--- config.mk ---
export PLATFORM = sky130hd
export DESIGN_NAME = alu_arbiter
export DESIGN_NICKNAME = d
export VERILOG_FILES = /design/src/rtl/alu_arbiter.sv
export SDC_FILE = /design/constraint.sdc
export NUM_CORES = 1
export LEC_CHECK = 0
export CAP_MARGIN = 20
export CORE_UTILIZATION = 39
export CTS_CLUSTER_DIAMETER = 200
export DETAILED_ROUTE_END_ITERATION = 12
export GPL_ROUTABILITY_DRIVEN = 1
export PLACE_DENSITY = 0.8
export SYNTH_ARGS = -nofsm -noshare
export SYNTH_HDL_FRONTEND = slang
export SYNTH_SLANG_ARGS = --single-unit
--- constraint.sdc ---
create_clock -name clk -period 2.3 [get_ports clk]
set_input_delay 0.23 -clock clk [delete_from_list [all_inputs] [get_ports clk]]
set_output_delay 0.23 -clock clk [all_outputs]
set_load 0.05 [all_outputs]
--- src/rtl/alu_arbiter.sv ---
// Round-robin arbiter sharing one external combinational ALU between two requesters,
// with a one-entry registered response slot and per-port accepted-operation counters.
module alu_arbiter #(
  parameter int unsigned WIDTH     = 8,
  parameter int unsigned CNT_WIDTH = 16
) (
  input  logic                 clk,
  input  logic                 rst,

  input  logic                 req0_valid,
  output logic                 req0_ready,
  input  logic [WIDTH-1:0]     req0_a,
  input  logic [WIDTH-1:0]     req0_b,
  input  logic [2:0]           req0_op,

  input  logic                 req1_valid,
  output logic                 req1_ready,
  input  logic [WIDTH-1:0]     req1_a,
  input  logic [WIDTH-1:0]     req1_b,
  input  logic [2:0]           req1_op,

  output logic [WIDTH-1:0]     alu_a,
  output logic [WIDTH-1:0]     alu_b,
  output logic [2:0]           alu_ctrl,
  input  logic [WIDTH-1:0]     alu_out,
  input  logic                 alu_n,
  input  logic                 alu_z,
  input  logic                 alu_v,
  input  logic                 alu_c,

  output logic                 rsp_valid,
  input  logic                 rsp_ready,
  output logic                 rsp_id,
  output logic [WIDTH-1:0]     rsp_result,
  output logic                 rsp_n,
  output logic                 rsp_z,
  output logic                 rsp_v,
  output logic                 rsp_c,

  output logic [CNT_WIDTH-1:0] cnt0,
  output logic [CNT_WIDTH-1:0] cnt1
);

  localparam logic [CNT_WIDTH-1:0] CntOne = CNT_WIDTH'(1);

  logic free;
  logic any_valid;
  logic chosen;
  logic accept;
  logic last_grant;

  // A response drained this cycle frees the slot for a same-cycle accept.
  always_comb begin
    free      = !rsp_valid || rsp_ready;
    any_valid = req0_valid || req1_valid;
    if (req0_valid && req1_valid) begin
      chosen = ~last_grant;
    end else begin
      chosen = req1_valid;
    end
    accept     = free && any_valid;
    req0_ready = accept && !chosen;
    req1_ready = accept && chosen;
  end

  // Idle cycles fall through to port 0 so the ALU inputs stay deterministic.
  always_comb begin
    if (any_valid && chosen) begin
      alu_a    = req1_a;
      alu_b    = req1_b;
      alu_ctrl = req1_op;
    end else begin
      alu_a    = req0_a;
      alu_b    = req0_b;
      alu_ctrl = req0_op;
    end
  end

  always_ff @(posedge clk) begin
    if (rst) begin
      rsp_valid  <= 1'b0;
      rsp_id     <= 1'b0;
      rsp_result <= '0;
      rsp_n      <= 1'b0;
      rsp_z      <= 1'b0;
      rsp_v      <= 1'b0;
      rsp_c      <= 1'b0;
      cnt0       <= '0;
      cnt1       <= '0;
      last_grant <= 1'b1;
    end else if (accept) begin
      rsp_valid  <= 1'b1;
      rsp_id     <= chosen;
      rsp_result <= alu_out;
      rsp_n      <= alu_n;
      rsp_z      <= alu_z;
      rsp_v      <= alu_v;
      rsp_c      <= alu_c;
      last_grant <= chosen;
      if (chosen) begin
        cnt1 <= cnt1 + CntOne;
      end else begin
        cnt0 <= cnt0 + CntOne;
      end
    end else if (rsp_ready) begin
      // Drain only; payload registers keep their last values.
      rsp_valid <= 1'b0;
    end
  end

endmodule

==> metrics.csv <==
stage,metric,value,unit
outcome,status,"finished, final reports clean",
placement,dpl.hpwl,4.60,mm
drt,drt_iter0_drc,88,
job,cap_violations,0,
timing,hold_slack,459,ps
timing,setup_viol,0,
die,core,5540,um2
global_route,grt_pass1_vias,2138,
timing,max_freq,0.479,GHz
cts,clkSinkCount,47,
pwr,ir_drop,0.296,mV
synthesis,avgSynthCellArea,8.63,um2
global_route,antenna_found_initial,0,
timing,slew_headroom,0.618,
global_route,grt_pass1_wl,9.59,mm
pwr,powerDensity,572,nW/um2
drt,post_drt_wl_per_cell,13.2,um
setup_path,startpoint_type,input port,
finish,final_cells,456,
setup_path,cp-end-kind,primary output,
placement,gp_congestion,0.764,
die,die_x,78.0,um
cts,cts_resized,0,
cts,clk_pin_slew,80,ps
setup_path,rrSetupSlack,400,ps
global_route,grt_max_degree,48,
drt,ant_nets,0,
synthesis,yosysWarnings,0,
placement,dp.cells,448,
finish,fin_nets,440,
die,ios,122,
cts,postCtsSetupRepairBufs,0,
finish,drive_gt1_frac,0.154,
pwr,power.leakage,1.33,nW
cts,cts_tree,done,
die,dieHeight,78.0,um
synthesis,synthCells,261,
synthesis,synth_cell_types,31,
global_route,grt_use_total,0.200,
min_path,min_path_type,reg -> reg,
timing,tightest_slew,571,ps
cts,clockBufferDepth,2,
synthesis,syn-num-nets,318,
timing,layout_min_cycle_time,2090,ps
drt,vias_per_cell,5.21,
finish,fillers,466,
pwr,total_power,2.10,mW
finish,area_delta_synth_final,63.1,%
cts,numCtsBuffers,5,
drt,wirelength,6.02,mm
setup_path,worstPathRequired,2070,ps
cts,clock_latency,290,ps
drt,firstDrtPassIters,4,
die,fp-row-count,27,
timing,fin_skew,6.86,ps
timing,finalSetupTns,0,ps
die,fp.dieArea,6080,um2
synthesis,yosysSeqAreaShare,0.418,
synthesis,ys_seq_elements,47,
setup_path,crit_fanout,24,
timing,rsz0062_at_grt,false,
timing,final.period_utilization,0.908,
placement,port_buffers,121,
setup_path,critPathArrivalTime,1860,ps
global_route,grt-ovfl-total,0,
cts,h-tree-depth,2,
cts,cts_root_buffer,clkbuf_8,
timing,hold_violations,0,
cts,hold_buffers,0,
die,start_util,0.407,
setup_path,path_class,in -> out,
drt,via_count,2377,
drt,drc,0,
synthesis,syn-cell-area,2250,um2
finish,antennaDiodeCount,0,
timing,maxSlewViolCount,0,
==> cells in the final DEF (no fill, tap or decap), types with 2 or more instances in the layout <==
cell,Yosys,routed
clkdlybuf4s50_1,0,100
dfxtp_1,47,47
nand2_1,37,37
a21oi_1,34,34
buf_4,0,27
mux2_2,19,19
nor2_1,15,15
nand3_1,11,11
o31ai_1,11,11
or4_1,11,11
xor2_1,9,9
o21ai_0,8,8
or3_1,8,8
nand4_1,7,7
inv_1,5,5
clkbuf_8,0,5
and4_1,3,3
xnor2_1,3,3
buf_12,0,3
nand2b_1,2,2
and2_1,2,2
nand4b_1,2,2
and3_1,2,2
ha_1,2,2
bufinv_16,0,2
==> through the flow <==
step	setup WS [ps]	instance area (um2)	util
2_1_floorplan	248	2250	-
3_3_place_gp	163	3540	0.639
3_5_place_dp	152	3540	0.639
4_1_cts	214	3670	0.663
5_1_grt	153	3670	0.663
6_report	213	3670	0.663
==> sequential cells by signal, indices dropped and copies added, names as in the netlist <==
| name | count |
|---|---|
| rsp_v | 1 |
| rsp_id | 1 |
| cnt0 | 16 |
| rsp_n | 1 |
| last_grant | 1 |
| cnt1 | 16 |
| rsp_result | 8 |
| rsp_c | 1 |
| rsp_valid | 1 |
| rsp_z | 1 |
==> worst max-delay path, cell delays in order <==
cell and delay, ps:
clkdlybuf4s50_1 480, buf_4 200, a21boi_2 200, buf_12 200
mux2_2 350, buf_4 190
==> power breakdown <==
part | switching [mW] | internal [mW] | leakage [nW]
clock | 0.271 | 0.434 | 0.0654
sequential | 0.0214 | 0.838 | 0.382
combinational | 0.308 | 0.229 | 0.885
==> cell families after synthesis <==
group / after synthesis / synth area share
flip-flops: 47 / 0.418
adder cells (fa/ha/maj): 2 / 0.0111
XOR/XNOR: 12 / 0.0467
AO/OA/AOI/OAI: 55 / 0.139
multiplexers: 20 / 0.0994
AND/OR/NAND/NOR: 105 / 0.248
buffers and inverters: 20 / 0.0378
==> layout make-up <==
cell class | count | area (um2) | area share
clock buffers | 6 | 72.6 | 0.0198
clock inverters | 2 | 60.1 | 0.0164
inverters | 5 | 18.8 | 0.00511
multi-input cells | 194 | 1230 | 0.334
flip-flops and latches | 47 | 941 | 0.256
well taps | 72 | 90.1 | 0.0245
repair buffers | 130 | 1260 | 0.344
==> Yosys cell counts <==
cell / instances / area (um2)
nor4_1: 1 / 6.26
and2_1: 2 / 12.5
nor2_1: 15 / 56.3
nand4_1: 7 / 43.8
inv_1: 5 / 18.8
ha_1: 2 / 25.0
nand3b_1: 1 / 7.51
dfxtp_1: 47 / 941
a21oi_1: 34 / 170
or3_1: 8 / 50.1
nand3_1: 11 / 55.1
mux2i_1: 1 / 10.0
a21boi_2: 1 / 11.3
nor2b_1: 1 / 6.26
and4_1: 3 / 26.3
clkbuf_1: 12 / 45.0
a2111oi_0: 1 / 8.76
nand2b_1: 2 / 12.5
xor2_1: 9 / 78.8
buf_2: 2 / 10.0
mux2_2: 19 / 214
nand2_1: 37 / 139
xnor2_1: 3 / 26.3
and3_1: 2 / 12.5
buf_6: 1 / 11.3
and2b_4: 1 / 10.0
o31ai_1: 11 / 82.6
nand4b_1: 2 / 17.5
or4_1: 11 / 82.6
nand4_4: 1 / 21.3
o21ai_0: 8 / 40.0
==> path summary, 6_finish.rpt <==
| check | startpoint | endpoint | depth (start not counted) |
|---|---|---|---|
| setup reg to reg | cnt0[4] | cnt0[15] | 4 |
| hold / removal | rsp_result[4] | rsp_result[4] | 2 |
| setup / recovery | req0_valid | alu_b[7] | 6 |
| hold reg to reg | rsp_result[4] | rsp_result[4] | 2 |
==> per-layer routing <==
metal,track usage,vias to the layer above,part of all wire
met5,0,-,0
li1,-,1177,-
met1,0.225,1105,0.39
met4,0.0648,0,0.016
met2,0.359,85,0.52
met3,0.0576,10,0.069
Note: power is estimated with default switching activity, not from simulation.
